==> config.mk <==
export PLATFORM = sky130hd
export DESIGN_NAME = heartbeat_gen
export DESIGN_NICKNAME = d
export VERILOG_FILES = /design/src/rtl/heartbeat_gen_pkg.sv /design/src/rtl/hb_cycle_counter.sv /design/src/rtl/heartbeat_gen.sv
export SDC_FILE = /design/constraint.sdc
export NUM_CORES = 1
export LEC_CHECK = 0
export CAP_MARGIN = 20
export CORE_MARGIN = 2
export CORE_UTILIZATION = 30
export DETAILED_ROUTE_END_ITERATION = 10
export GPL_TIMING_DRIVEN = 0
export PLACE_DENSITY = 0.48
export SLEW_MARGIN = 30
export SYNTH_ARGS = -nofsm -noshare
export SYNTH_HDL_FRONTEND = slang
export SYNTH_SLANG_ARGS = --single-unit
export TNS_END_PERCENT = 30
==> constraint.sdc <==
create_clock -name clk -period 5.67 [get_ports clk]
set_clock_uncertainty 0.1 [all_clocks]
set_input_delay 1.701 -clock clk [delete_from_list [all_inputs] [get_ports clk]]
set_output_delay 1.701 -clock clk [all_outputs]
set_load 0.02 [all_outputs]
==> src/rtl/heartbeat_gen_pkg.sv <==
// Shared definitions for the heartbeat generator: FSM encoding,
// retry default, counter widths and a saturating increment helper.
package heartbeat_gen_pkg;

  typedef enum logic [1:0] {
    S_IDLE  = 2'd0,
    S_COUNT = 2'd1,
    S_REQ   = 2'd2,
    S_ERROR = 2'd3
  } hb_state_e;

  localparam int HB_MAX_RETRY = 3;
  localparam int HB_CNT_W     = 32;
  localparam int HB_STATS_W   = 16;

  function automatic logic [HB_STATS_W-1:0] sat_inc(
    input logic [HB_STATS_W-1:0] v
  );
    return (&v) ? v : v + 1'b1;
  endfunction

endpackage

==> src/rtl/hb_cycle_counter.sv <==
// Clear/enable cycle counter with a ">= limit" compare on the next count.
// Ports: clk, rst (sync), clr, en, limit[31:0] in; hit out.
module hb_cycle_counter
  import heartbeat_gen_pkg::*;
(
  input  logic                clk,
  input  logic                rst,
  input  logic                clr,
  input  logic                en,
  input  logic [HB_CNT_W-1:0] limit,
  output logic                hit
);

  logic [HB_CNT_W-1:0] count;
  logic [HB_CNT_W-1:0] lim;
  logic [HB_CNT_W:0]   next_cnt;

  // A zero limit behaves as one so the owner always waits a cycle.
  assign lim      = (limit == '0) ? HB_CNT_W'(1) : limit;
  // Compare the count this cycle will produce, so the owner can
  // act on the same edge the limit is reached. Extra bit avoids wrap.
  assign next_cnt = {1'b0, count} + (HB_CNT_W+1)'(1);
  assign hit      = next_cnt >= {1'b0, lim};

  always_ff @(posedge clk) begin
    if (rst || clr) begin
      count <= '0;
    end else if (en) begin
      count <= count + 1'b1;
    end
  end

endmodule

==> src/rtl/heartbeat_gen.sv <==
// Periodic heartbeat requester with ack timeout, retry and sticky error.
// Ports: clk, rst (sync, high), en, period, ack_limit, hb_ack in;
// hb_req, hb_seq, hb_err, retry_cnt out. HEARTBEAT_STATS_EN adds
// sent_cnt / fail_cnt saturating statistics outputs.
module heartbeat_gen
  import heartbeat_gen_pkg::*;
#(
  parameter int MAX_RETRY = HB_MAX_RETRY,
  parameter int SEQ_W     = 8
) (
  input  logic                  clk,
  input  logic                  rst,
  input  logic                  en,
  input  logic [HB_CNT_W-1:0]   period,
  input  logic [HB_CNT_W-1:0]   ack_limit,
  input  logic                  hb_ack,
  output logic                  hb_req,
  output logic [SEQ_W-1:0]      hb_seq,
  output logic                  hb_err,
  output logic [1:0]            retry_cnt
`ifdef HEARTBEAT_STATS_EN
  ,
  output logic [HB_STATS_W-1:0] sent_cnt,
  output logic [HB_STATS_W-1:0] fail_cnt
`endif
);

  hb_state_e  state_q, state_d;
  logic       req_d, err_d;
  logic [SEQ_W-1:0] seq_d;
  logic [31:0] tries_q, tries_d, tries_inc;
  logic [1:0] retry_d;
  logic       p_clr, p_en, p_hit;
  logic       a_clr, a_en, a_hit;

  hb_cycle_counter u_period (
    .clk   (clk),
    .rst   (rst),
    .clr   (p_clr),
    .en    (p_en),
    .limit (period),
    .hit   (p_hit)
  );

  hb_cycle_counter u_ack (
    .clk   (clk),
    .rst   (rst),
    .clr   (a_clr),
    .en    (a_en),
    .limit (ack_limit),
    .hit   (a_hit)
  );

  assign tries_inc = tries_q + 32'd1;

  always_comb begin
    state_d = state_q;
    req_d   = 1'b0;
    err_d   = 1'b0;
    seq_d   = hb_seq;
    tries_d = tries_q;
    p_clr   = 1'b1;
    p_en    = 1'b0;
    a_clr   = 1'b1;
    a_en    = 1'b0;
    if (!en) begin
      state_d = S_IDLE;
      tries_d = '0;
    end else begin
      unique case (state_q)
        S_IDLE: begin
          state_d = S_COUNT;
          tries_d = '0;
        end
        S_COUNT: begin
          p_clr = 1'b0;
          p_en  = 1'b1;
          if (p_hit) begin
            state_d = S_REQ;
            req_d   = 1'b1;
          end
        end
        S_REQ: begin
          a_clr = 1'b0;
          req_d = 1'b1;
          // Ack beats a timeout landing on the same cycle.
          if (hb_ack) begin
            state_d = S_COUNT;
            req_d   = 1'b0;
            seq_d   = hb_seq + 1'b1;
            tries_d = '0;
          end else begin
            a_en = 1'b1;
            if (a_hit) begin
              req_d   = 1'b0;
              tries_d = tries_inc;
              if (tries_inc < 32'(MAX_RETRY)) begin
                state_d = S_COUNT;
              end else begin
                state_d = S_ERROR;
                err_d   = 1'b1;
              end
            end
          end
        end
        S_ERROR: begin
          err_d = 1'b1;
        end
        default: begin
          state_d = S_IDLE;
        end
      endcase
    end
    retry_d = (tries_d > 32'd3) ? 2'd3 : tries_d[1:0];
  end

  always_ff @(posedge clk) begin
    if (rst) begin
      state_q   <= S_IDLE;
      hb_req    <= 1'b0;
      hb_err    <= 1'b0;
      hb_seq    <= '0;
      tries_q   <= '0;
      retry_cnt <= 2'd0;
    end else begin
      state_q   <= state_d;
      hb_req    <= req_d;
      hb_err    <= err_d;
      hb_seq    <= seq_d;
      tries_q   <= tries_d;
      retry_cnt <= retry_d;
    end
  end

`ifdef HEARTBEAT_STATS_EN
  logic [HB_STATS_W-1:0] sent_q, fail_q;
  logic ack_ev, to_ev;

  assign ack_ev = en && (state_q == S_REQ) && hb_ack;
  assign to_ev  = en && (state_q == S_REQ) && !hb_ack && a_hit;

  always_ff @(posedge clk) begin
    if (rst) begin
      sent_q <= '0;
      fail_q <= '0;
    end else begin
      if (ack_ev) sent_q <= sat_inc(sent_q);
      if (to_ev)  fail_q <= sat_inc(fail_q);
    end
  end

  assign sent_cnt = sent_q;
  assign fail_cnt = fail_q;
`else
  // No statistics counters in this build.
`endif

endmodule
==> out/qor.log, run 1 <==
INFO  status         status=finished clean
INFO  logic_synthesis netlist-cell-type-count=70
INFO  global_route   busiest_layer=met2
INFO  global_route   grt-ovfl-total=0
INFO  die            core-area=0.02763mm^2
INFO  die            io_pins=80
INFO  logic_synthesis share_of_async_settable_or_async_resettable_flops_after_synthesis=0
INFO  cts            tritoncts=yes
INFO  cts            hold_buffer_count_at_cts=0
INFO  cts            root_buffer=sky130_fd_sc_hd__clkbuf_16
INFO  cts            ctsLongestPathBuffers=2
INFO  routing        antenna_left=0
INFO  critical_path  r2r-start=u_ack.count[9]
INFO  sta            maxSlewViolCount=0
INFO  logic_synthesis yosys.area.top_type_share=0.2628
INFO  sta            rsz_0062_raised_after_global_routing=true
INFO  global_route   gr-usage-all-layers=0.1775
INFO  sta            achievable_freq=0.1781GHz
INFO  logic_synthesis mappedNetlistArea=0.008378mm^2
INFO  cts            cts_made_buffers=9
INFO  routing        drt-pass1-iter-count=5
INFO  finish         final_common_cell=sky130_fd_sc_hd__dfxtp_1
INFO  finish         most-common-layout-cells=sky130_fd_sc_hd__dfxtp_1, sky130_fd_sc_hd__nor2_1, sky130_fd_sc_hd__nand2_1, sky130_fd_sc_hd__inv_1, sky130_fd_sc_hd__ha_1
INFO  critical_path  worst-path-max-fanout=6
INFO  pwr            leakage=0.004234uW
INFO  die            die_area=0.02928mm^2
INFO  global_route   grt_antenna_before_repair=0
INFO  global_route   pin_count_of_the_biggest_net_entering_global_routing=19
INFO  hold_path      timing.hold.worst.class=reg2reg
INFO  critical_path  rrSetupSlack=0.06ns
INFO  finish         num_antenna_cells=0
INFO  critical_path  timing.critical_path.arrival=5.74ns
INFO  sta            totalNegativeSetupSlack=0ns
INFO  die            std_cell_rows=61
INFO  routing        drt_iter0_drc=549
INFO  critical_path  crit-reg2reg-capture=retry_cnt[0]
INFO  logic_synthesis syn_nets=1244
INFO  routing        finalWirelength=25980um
INFO  logic_synthesis synth_seq_area_share=0.2628
INFO  global_route   globalRouteMet2Util=0.2910
INFO  placement      place_hpwl=19680um
INFO  pwr            power.density_cell_area=151.7mW/mm^2
INFO  critical_path  worst-r2r-cell-count=21
INFO  finish         num-fill-cells=2916
INFO  cts            deepest_level_of_the_cts_h_tree=3
INFO  global_route   global_routing_met3_resource_utilization=0.02128
INFO  logic_synthesis ranking_of_synthesized_cells_by_area=sky130_fd_sc_hd__dfxtp_1, sky130_fd_sc_hd__ha_1, sky130_fd_sc_hd__xor2_1
INFO  placement      io_buffer_count=78
INFO  placement      dp_slack=-1.594ns
INFO  global_route   grt_pass1_wl=40880um
INFO  logic_synthesis yosys_warnings=0
INFO  hold_path      holdPathEnd=u_period.count[0]
INFO  sta            worst_slack=0.05524ns
INFO  hold_path      hold_start=u_period.count[0]
INFO  finish         finish.net_count=1351
INFO  sta            layout_worst_path_cycle_share=0.9903
INFO  pwr            worst_ir_drop_vdd=121.9uV
INFO  routing        detail_route.vias_per_cell=5.132
INFO  die            die_height=171.1um
INFO  logic_synthesis number_of_enable_flip_flop_cells_after_synthesis=0
INFO  sta            hold_viol_final=0
INFO  sta            tightest_slew=0.8719ns
INFO  routing        drt-wirelength-per-cell=16.32um
INFO  sta            clock_period_minus_worst_slack=5.615ns
INFO  placement      globalplace.congestion=0.8762
INFO  cts            sink_count=110
INFO  hold_path      holdPathStages=1
INFO  cts            clock_insertion_delay_worst_skew=0.37ns
INFO  finish         drive_above_1_share=0.08402
INFO  critical_path  criticalPathCategory=reg2reg
INFO  logic_synthesis synthDominantAreaCellType=sky130_fd_sc_hd__dfxtp_1
INFO  cts            cts.clk_slew.worst_paths=0.08ns
INFO  routing        total_vias_in_the_final_route=8170
INFO  finish         area.growth.synth_to_final=24.40%
INFO  logic_synthesis synth_flop_cell=sky130_fd_sc_hd__dfxtp_1
INFO  die            initial_utilization=0.3032
INFO  critical_path  critical_path.startpoint_type=flop
INFO  routing        post-route-drc-count=0
INFO  die            die_width=171.1um
INFO  critical_path  timing.critical_path.required=5.79ns
INFO  critical_path  setup.worst_path.end_class=flop
INFO  logic_synthesis post_synth.cell_area_avg=7.603um^2
INFO  job            cap_violations=0
INFO  pwr            power=1581uW
INFO  logic_synthesis synthesized_instance_count=1102
INFO  global_route   global_route.usage.met1=0.2368
INFO  sta            relSlewSlack=0.4166
INFO  sta            finalSetupViolations=0
INFO  logic_synthesis synth_seq_cells=110
INFO  global_route   first_global_vias=7773
kinds of logic after synthesis:
| family | after synthesis | share of synthesized area |
|---|---|---|
| AO/OA/AOI/OAI | 204 | 0.1591 |
| XOR/XNOR | 97 | 0.1014 |
| adder cells (fa/ha/maj) | 74 | 0.1105 |
| buffers and inverters | 135 | 0.06272 |
| flip-flops | 110 | 0.2628 |
| multiplexers | 7 | 0.008960 |
| AND/OR/NAND/NOR | 475 | 0.2945 |
stage by stage:
stage / hold slack, ns / utilization / cells / area, um^2
floorplan: 0.3449 / - / 1102 / 8384
global placement: 0.3723 / 0.3488 / 1558 / 9638
detailed placement: 0.3829 / 0.3492 / 1558 / 9647
CTS: 0.3985 / 0.3699 / 1584 / 10220
global route: 0.4192 / 0.3772 / 1592 / 10420
finish: 0.3875 / 0.3772 / 1592 / 10420
area by class of cell:
type | instances | area [um^2] | area share
tap | 378 | 473.0 | 0.04538
sequential | 110 | 2220 | 0.2130
clock inverter | 6 | 67.56 | 0.006483
timing repair buffer | 97 | 974.7 | 0.09352
multi-input combinational | 857 | 5913 | 0.5673
clock buffer | 10 | 239.0 | 0.02293
buffer | 54 | 235.2 | 0.02257
inverter | 80 | 300.3 | 0.02881
worst max-delay path: stages, from the launching register on:
cell and delay, ns:
sky130_fd_sc_hd__dfxtp_4 0.38, sky130_fd_sc_hd__nand4_1 0.15, sky130_fd_sc_hd__or3_4 0.45, sky130_fd_sc_hd__nor4_4 0.31
sky130_fd_sc_hd__nand4_1 0.18, sky130_fd_sc_hd__nor2_2 0.16, sky130_fd_sc_hd__nand3_2 0.16, sky130_fd_sc_hd__xnor2_2 0.18
sky130_fd_sc_hd__ha_1 0.30, sky130_fd_sc_hd__nand4_1 0.13, sky130_fd_sc_hd__or4_4 0.54, sky130_fd_sc_hd__or3_4 0.36
sky130_fd_sc_hd__o211ai_4 0.25, sky130_fd_sc_hd__buf_12 0.16, sky130_fd_sc_hd__nor2_4 0.05, sky130_fd_sc_hd__buf_8 0.17
sky130_fd_sc_hd__buf_12 0.14, sky130_fd_sc_hd__o211ai_1 0.19, sky130_fd_sc_hd__nand4_1 0.18, sky130_fd_sc_hd__or4_4 0.53
sky130_fd_sc_hd__nor4_4 0.25, sky130_fd_sc_hd__a31oi_1 0.13
layer usage:
layer,part of all wire,vias up
met5,0,-
met4,0.031,0
met3,0.049,53
met2,0.45,223
met1,0.47,3751
li1,-,4143
power by group:
| part | internal (uW) | switching, uW |
|---|---|---|
| Sequential | 771 | 1.27 |
| Clock | 359 | 320 |
| Combinational | 63.7 | 65.4 |
| Total | 1190 | 387 |
cells in the mapped netlist, drive strengths merged (9+ instances only):
library cell,count
a21o,13
a21oi,62
a311oi,11
a31oi,10
and2,12
and3,25
buf,9
clkbuf,46
dfxtp,110
ha,74
inv,80
nand2,89
nand3,58
nand4,48
nor2,104
nor2b,36
nor3,25
nor4,26
o211ai,11
o21ai,41
or3,16
or4,10
xnor2,48
xor2,49
worst max path at each step:
stage	start	to	slack [ns]	cells after the start
finish	u_ack.count[9]	retry_cnt[0]	0.06	21
global route	u_ack.count[1]	retry_cnt[0]	-0.11	23
CTS	ack_limit[28]	retry_cnt[0]	0.02	18
detailed placement	ack_limit[25]	retry_cnt[0]	-1.59	17
global placement	ack_limit[25]	retry_cnt[0]	-1.92	17
floorplan	u_ack.count[8]	retry_cnt[0]	0.11	21
registers in the layout (all words and copies together), names as in the netlist:
| signal | flops |
|---|---|
| tries_q | 32 |
| u_ack.count | 32 |
| u_period.count | 32 |
| hb_seq | 8 |
| retry_cnt | 2 |
| state_q | 2 |
| hb_err | 1 |
| hb_req | 1 |
timing repair:
| action | in CTS | in global routing |
|---|---|---|
| pin swaps | 18 | 29 |
| gates resized for setup | 36 | 29 |
| setup endpoints to repair | 29 | 10 |
| setup buffers | 11 | 7 |
| cloned | 0 | 2 |
(Power assumes the default switching activity.)
==> inputs of run 2 (changes only) <==
Settings changed: GPL_TIMING_DRIVEN 0 to default, SETUP_SLACK_MARGIN from default to 0.3.
==> run 2 against run 1 <==
Clock power up 6.5%. Combinational power up 6%. Fmax up 5.0%. Global-route usage down 0.87 points. Worst hold slack worse by 0.0014 ns. Critical endpoint is now retry_cnt[1]. Core utilization up 1.2 points. Critical path type is now in2reg. Wire length down 4.3%. Cell count up 1.7%. Largest cell class unchanged.
==> out/qor.log, run 2 (synthesized netlist as in run 1, its figures left out) <==
INFO  pwr            intPower=1247uW
INFO  placement      io_buffer_count=79
INFO  pwr            swShare=0.2367
INFO  cts            sink_count=110
INFO  sta            worst_slack=0.3206ns
INFO  sta            relSlewSlack=0.3472
INFO  pwr            sequentialPowerShare=0.474
INFO  critical_path  crit_path_frequent_cell=sky130_fd_sc_hd__or4_4
INFO  routing        post-route-drc-count=0
INFO  finish         finish.net_count=1378
INFO  global_route   grt-ovfl-total=0
INFO  placement      dp_slack=-0.5493ns
INFO  sta            achievable_freq=0.1869GHz
INFO  die            core-area=0.02763mm^2
INFO  cts            clock_insertion_delay_worst_skew=0.36ns
INFO  global_route   pin_count_of_the_biggest_net_entering_global_routing=44
INFO  critical_path  timing.critical_path.required=5.79ns
INFO  finish         num_antenna_cells=0
INFO  routing        drt-wirelength-per-cell=15.35um
INFO  pwr            power.density_cell_area=152.0mW/mm^2
INFO  critical_path  criticalPathCategory=in2reg
INFO  routing        finalWirelength=24850um
INFO  finish         most-common-layout-cells=sky130_fd_sc_hd__dfxtp_1, sky130_fd_sc_hd__nor2_1, sky130_fd_sc_hd__buf_4, sky130_fd_sc_hd__nand2_1, sky130_fd_sc_hd__inv_1
INFO  global_route   grt_pass1_wl=39380um
INFO  cts            tritoncts=yes
INFO  routing        antenna_left=0
INFO  cts            ctsLongestPathBuffers=2
INFO  sta            totalNegativeSetupSlack=0ns
INFO  global_route   globalRouteMet2Util=0.2777
INFO  critical_path  timing.critical_path.arrival=5.47ns
INFO  global_route   first_global_vias=7697
INFO  placement      globalplace.congestion=0.9460
INFO  cts            cts.clk_slew.worst_paths=0.07ns
INFO  sta            hold_viol_final=0
INFO  die            std_cell_rows=61
INFO  pwr            worst_ir_drop_vdd=115.6uV
INFO  pwr            logic_gate_share_of_total_power=0.084
INFO  global_route   global_routing_met3_resource_utilization=0.02105
INFO  finish         area.growth.synth_to_final=28.32%
INFO  die            io_pins=80
INFO  sta            layout_worst_path_cycle_share=0.9435
INFO  finish         drive_above_1_share=0.1394
INFO  cts            deepest_level_of_the_cts_h_tree=3
INFO  sta            maxSlewViolCount=0
INFO  routing        drt_iter0_drc=497
INFO  global_route   gr-usage-all-layers=0.1688
INFO  pwr            leakage=0.004521uW
INFO  cts            hold_buffer_count_at_cts=0
INFO  global_route   busiest_layer=met2
INFO  critical_path  critical_path.startpoint_type=primary input
INFO  finish         final_common_cell=sky130_fd_sc_hd__dfxtp_1
INFO  sta            clock_period_minus_worst_slack=5.349ns
INFO  cts            root_buffer=sky130_fd_sc_hd__clkbuf_16
INFO  placement      place_hpwl=18980um
INFO  die            die_height=171.1um
INFO  status         status=finished clean
INFO  critical_path  setup.worst_path.end_class=flop
INFO  routing        drt-pass1-iter-count=4
INFO  critical_path  timing.critical_path.cells=clkdlybuf4s50_1 -> buf_4 -> inv_1 -> ha_1 -> nand4_1 -> or4_4 -> or3_4 -> o211ai_4 -> nor2_4 -> buf_8 -> a22oi_1 -> o32ai_2 -> or4_4 -> nor4_4 -> a31oi_1
INFO  routing        total_vias_in_the_final_route=8278
INFO  sta            rsz_0062_raised_after_global_routing=true
INFO  global_route   grt_antenna_before_repair=0
INFO  global_route   global_route.usage.met1=0.2258
INFO  job            cap_violations=0
INFO  routing        detail_route.vias_per_cell=5.113
INFO  die            die_width=171.1um
INFO  pwr            clock_power_share=0.442
INFO  cts            cts_made_buffers=9
INFO  finish         layout_top_registers=tries_q (32), u_ack.count (32), u_period.count (32)
INFO  critical_path  slowest_cp_cell=sky130_fd_sc_hd__or4_4
INFO  pwr            power.net_switching=386.8uW
INFO  hold_path      timing.hold.worst.class=reg2reg
INFO  critical_path  critPathMaxStageDelay=0.54ns
INFO  sta            finalSetupViolations=0
INFO  die            die_area=0.02928mm^2
INFO  sta            tightest_slew=0.9792ns
INFO  sta            hold_slack=0.3861ns
INFO  critical_path  worst-path-max-fanout=14
INFO  die            initial_utilization=0.3032
==> run 2: changes by cell type in the layout (fill, tap and decap cells not counted), sizes merged <==
cell | before | now
buf | 26 | 99
bufinv | 1 | 2
clkbuf | 57 | 10
clkdlybuf4s50 | 72 | 70
clkinv | 2 | 1
dlygate4sd2 | 1 | 2
dlymetal6s2s | 5 | 7
==> run 2: timing repair <==
item,4_1_cts,5_1_grt
endpoints found under the setup margin,8,5
pin swaps,10,36
resized for setup,13,47
buffers inserted,3,6
==> run 2: power groups by stage <==
stage	Combinational, uW	Sequential [uW]	Clock (uW)
after CTS	138	774	747
after global routing	153	774	780
after floorplan	52.3	792	0
after global placement	136	792	0
after detailed placement	137	792	0
final	137	774	723
==> run 2: cell type report <==
cell class / count / area, um^2
Clock buffer: 10 / 239.0
Clock inverter: 6 / 90.09
Fill cell: 2868 / 16880
Inverter: 80 / 300.3
Multi-Input combinational cell: 857 / 5878
Sequential cell: 110 / 2210
Tap cell: 378 / 473.0
Timing Repair Buffer: 178 / 1560
==> run 2: final timing paths <==
kind,startpoint,endpoint,slack (ns),cells past startpoint
max reg2reg,u_ack.count[11],retry_cnt[1],0.40,20
min,u_period.count[0],u_period.count[0],0.39,1
max,ack_limit[27],retry_cnt[1],0.32,15
min reg2reg,u_period.count[0],u_period.count[0],0.39,1
==> run 2: routing by layer <==
metal	up-vias	wire, um
met1	3870	11810
met4	0	669
met5	-	0
met2	172	11460
met3	35	911
li1	4201	-
==> run 2: critical path, delay by kind of cell <==
kind,cells,cell delay [ns]
adder cells (fa/ha/maj),1,0.29
AO/OA/AOI/OAI,4,0.70
AND/OR/NAND/NOR,6,1.96
buffers and inverters,4,0.80
==> run 2: metrics by stage <==
step           instance area (um^2)  power, uW    util  cells
5_1_grt                       10750       1707  0.3891   1619
4_1_cts                       10530       1659  0.3810   1613
3_5_place_dp                  10110      928.6  0.3660   1594
6_report                      10750       1634  0.3891   1619
3_3_place_gp                  10110      928.4  0.3660   1594
2_1_floorplan                  8397      844.1       -   1102
==> inputs of run 3 (changes only) <==
Settings changed: CTS_BUF_LIST from default to sky130_fd_sc_hd__clkbuf_8 sky130_fd_sc_hd__clkbuf_16.
Clock period 5.67 ns to 4.5 ns, I/O delays scaled along.
==> run 3 against run 2 <==
The flow now finishes with violations (negative setup slack). Combinational power increased by 34%. Clock power is 21% higher. Die area is the same. Largest cell class unchanged. Register-to-register slack got worse by 1.1 ns. Worst setup slack got worse by 0.98 ns. Sequential cell count unchanged. Final area rose by 5.6%.
==> out/qor.log, run 3 (synthesized netlist as in run 1, its figures left out) <==
INFO  routing        post-route-drc-count=0
INFO  cts            clock_insertion_delay_worst_skew=0.37ns
INFO  global_route   grt_antenna_before_repair=0
INFO  finish         num_antenna_cells=0
INFO  critical_path  setup.worst_path.end_class=flop
INFO  global_route   gr-usage-all-layers=0.1748
INFO  sta            hold_viol_final=0
INFO  finish         drive_above_1_share=0.2018
INFO  global_route   grt_pass1_wl=41090um
INFO  status         violations=negative setup slack
INFO  routing        total_vias_in_the_final_route=8509
INFO  die            die_area=0.02928mm^2
INFO  critical_path  worst-path-max-fanout=7
INFO  routing        drt-pass1-iter-count=6
INFO  sta            worst_slack=-0.6559ns
INFO  placement      post-place-cells=1655
INFO  status         status=finished with violations
INFO  placement      placement_cell_area=0.01063mm^2
INFO  sta            finalSetupViolations=6
INFO  finish         finalNonFillerCells=1686
INFO  routing        drt_iter0_drc=651
INFO  placement      place_hpwl=19500um
INFO  routing        drt-wirelength-per-cell=15.03um
INFO  job            cap_violations=0
INFO  pwr            worst_ir_drop_vdd=158.3uV
INFO  routing        finalWirelength=25350um
INFO  die            std_cell_rows=61
INFO  cts            cts.clk_slew.worst_paths=0.09ns
INFO  finish         final_design_area_no_fill=0.01135mm^2
INFO  routing        antenna_left=0
INFO  global_route   grt-ovfl-total=0
INFO  finish         num-fill-cells=2896
INFO  placement      io_buffer_count=79
INFO  die            io_pins=80
INFO  cts            deepest_level_of_the_cts_h_tree=3
INFO  die            initial_utilization=0.3032
INFO  die            die_height=171.1um
INFO  cts            hold_buffer_count_at_cts=0
INFO  sta            rsz_0062_raised_after_global_routing=true
INFO  sta            achievable_freq=0.1940GHz
INFO  placement      globalplace.congestion=0.8659
INFO  cts            tritoncts=yes
INFO  finish         finish.net_count=1445
INFO  sta            clock_period_minus_worst_slack=5.156ns
INFO  finish         final_common_cell=sky130_fd_sc_hd__buf_4
INFO  die            die_width=171.1um
INFO  hold_path      timing.hold.worst.class=reg2reg
INFO  sta            layout_worst_path_cycle_share=1.146
INFO  sta            relSlewSlack=0.4566
INFO  cts            cts_made_buffers=9
INFO  finish         layout_top_registers=tries_q (32), u_ack.count (32), u_period.count (32)
INFO  cts            ctsLongestPathBuffers=2
INFO  cts            sink_count=110
INFO  routing        detail_route.vias_per_cell=5.047
INFO  pwr            leakage=0.004818uW
INFO  critical_path  critical_path.startpoint_type=flop
INFO  sta            tightest_slew=0.8120ns
INFO  sta            maxSlewViolCount=0
INFO  die            core-area=0.02763mm^2
INFO  global_route   pin_count_of_the_biggest_net_entering_global_routing=33
INFO  critical_path  timing.critical_path.required=4.64ns
INFO  finish         most-common-layout-cells=sky130_fd_sc_hd__buf_4, sky130_fd_sc_hd__dfxtp_1, sky130_fd_sc_hd__nor2_1, sky130_fd_sc_hd__nand2_1, sky130_fd_sc_hd__inv_1
INFO  cts            root_buffer=sky130_fd_sc_hd__clkbuf_16
INFO  critical_path  timing.critical_path.arrival=5.29ns
INFO  global_route   first_global_vias=8129
INFO  finish         area.growth.synth_to_final=35.51%
INFO  pwr            power.density_cell_area=179.0mW/mm^2
INFO  critical_path  criticalPathCategory=reg2reg
==> run 3: cell count changes in the layout (fill, tap and decap cells not counted), moves of 4 or more <==
cell	before	now
sky130_fd_sc_hd__buf_6	1	10
sky130_fd_sc_hd__nor2_4	1	5
sky130_fd_sc_hd__a21oi_1	61	52
sky130_fd_sc_hd__a21oi_2	1	10
sky130_fd_sc_hd__dfxtp_1	104	100
sky130_fd_sc_hd__buf_4	97	155
sky130_fd_sc_hd__nor2_1	98	93
sky130_fd_sc_hd__clkdlybuf4s50_1	70	78
sky130_fd_sc_hd__dlymetal6s2s_1	7	0
==> run 3: stage by stage <==
stage               TNS (ns)  setup WS, ns    util  power [uW]  hold WS, ns
floorplan             -6.466       -0.7464       -        1064       0.3449
global placement      -21.07        -1.113  0.3846        1178       0.3761
detailed placement    -23.09        -1.250  0.3846        1178       0.3845
CTS                   -2.412       -0.7320  0.4066        2067       0.3994
global route          -8.073       -0.9560  0.4109        2115       0.4306
finish                -1.562       -0.6559  0.4109        2032       0.4009
==> run 3: critical path, cell delays in order (launching register included) <==
cell and delay, ns:
sky130_fd_sc_hd__dfxtp_4 0.37, sky130_fd_sc_hd__nand2_2 0.05, sky130_fd_sc_hd__or3_4 0.40, sky130_fd_sc_hd__nor4_4 0.30, sky130_fd_sc_hd__nand4_1 0.19, sky130_fd_sc_hd__nor2_2 0.15
sky130_fd_sc_hd__nand3_2 0.13, sky130_fd_sc_hd__nor2_2 0.12, sky130_fd_sc_hd__xor2_1 0.08, sky130_fd_sc_hd__ha_1 0.32, sky130_fd_sc_hd__nand3_2 0.08, sky130_fd_sc_hd__or4_4 0.52
sky130_fd_sc_hd__or3_4 0.36, sky130_fd_sc_hd__o211ai_4 0.22, sky130_fd_sc_hd__nor2_4 0.11, sky130_fd_sc_hd__buf_6 0.13, sky130_fd_sc_hd__o211ai_1 0.19, sky130_fd_sc_hd__nand3_1 0.17
sky130_fd_sc_hd__or4_4 0.55, sky130_fd_sc_hd__nor4_4 0.35, sky130_fd_sc_hd__a31oi_1 0.12
==> run 3: report_power, final <==
| group | leakage, uW | switching, uW | internal, uW | total [uW] |
|---|---|---|---|---|
| clock network | 0.000151 | 429 | 446 | 875 |
| registers | 0.000891 | 1.46 | 972 | 974 |
| logic | 0.00378 | 84.6 | 99.0 | 184 |
==> run 3: final cells by class <==
class                      instances  area [um^2]  share of cell area
clock inverter                     7        91.34            0.008045
inverter                          80        300.3             0.02645
multi-input combinational        857         5958              0.5248
sequential                       110         2220              0.1955
timing repair buffer             245         2086              0.1837
clock buffer                       9        225.2             0.01984
tap                              378        473.0             0.04166
==> run 3: timing repair <==
item	CTS	global route
setup buffers	13	2
resized for setup	49	26
setup endpoints to repair	38	38
gates cloned	0	0
pin swaps	31	13
==> run 3: worst paths after layout <==
check             slack [ns]           endpoint  cells past startpoint         startpoint
setup reg to reg       -0.66       retry_cnt[0]                     20     u_ack.count[2]
setup / recovery       -0.66       retry_cnt[0]                     20     u_ack.count[2]
hold / removal          0.40  u_period.count[0]                      1  u_period.count[0]
hold reg to reg         0.40  u_period.count[0]                      1  u_period.count[0]
==> run 3: layer usage <==
metal	wire, um	global-route usage	vias up	share of wire
li1	-	-	4337	-
met1	11970	0.2362	3957	0.47
met2	11820	0.2887	190	0.47
met3	1140	0.02429	25	0.045
met4	414	0.05158	0	0.016
met5	0	0	-	0
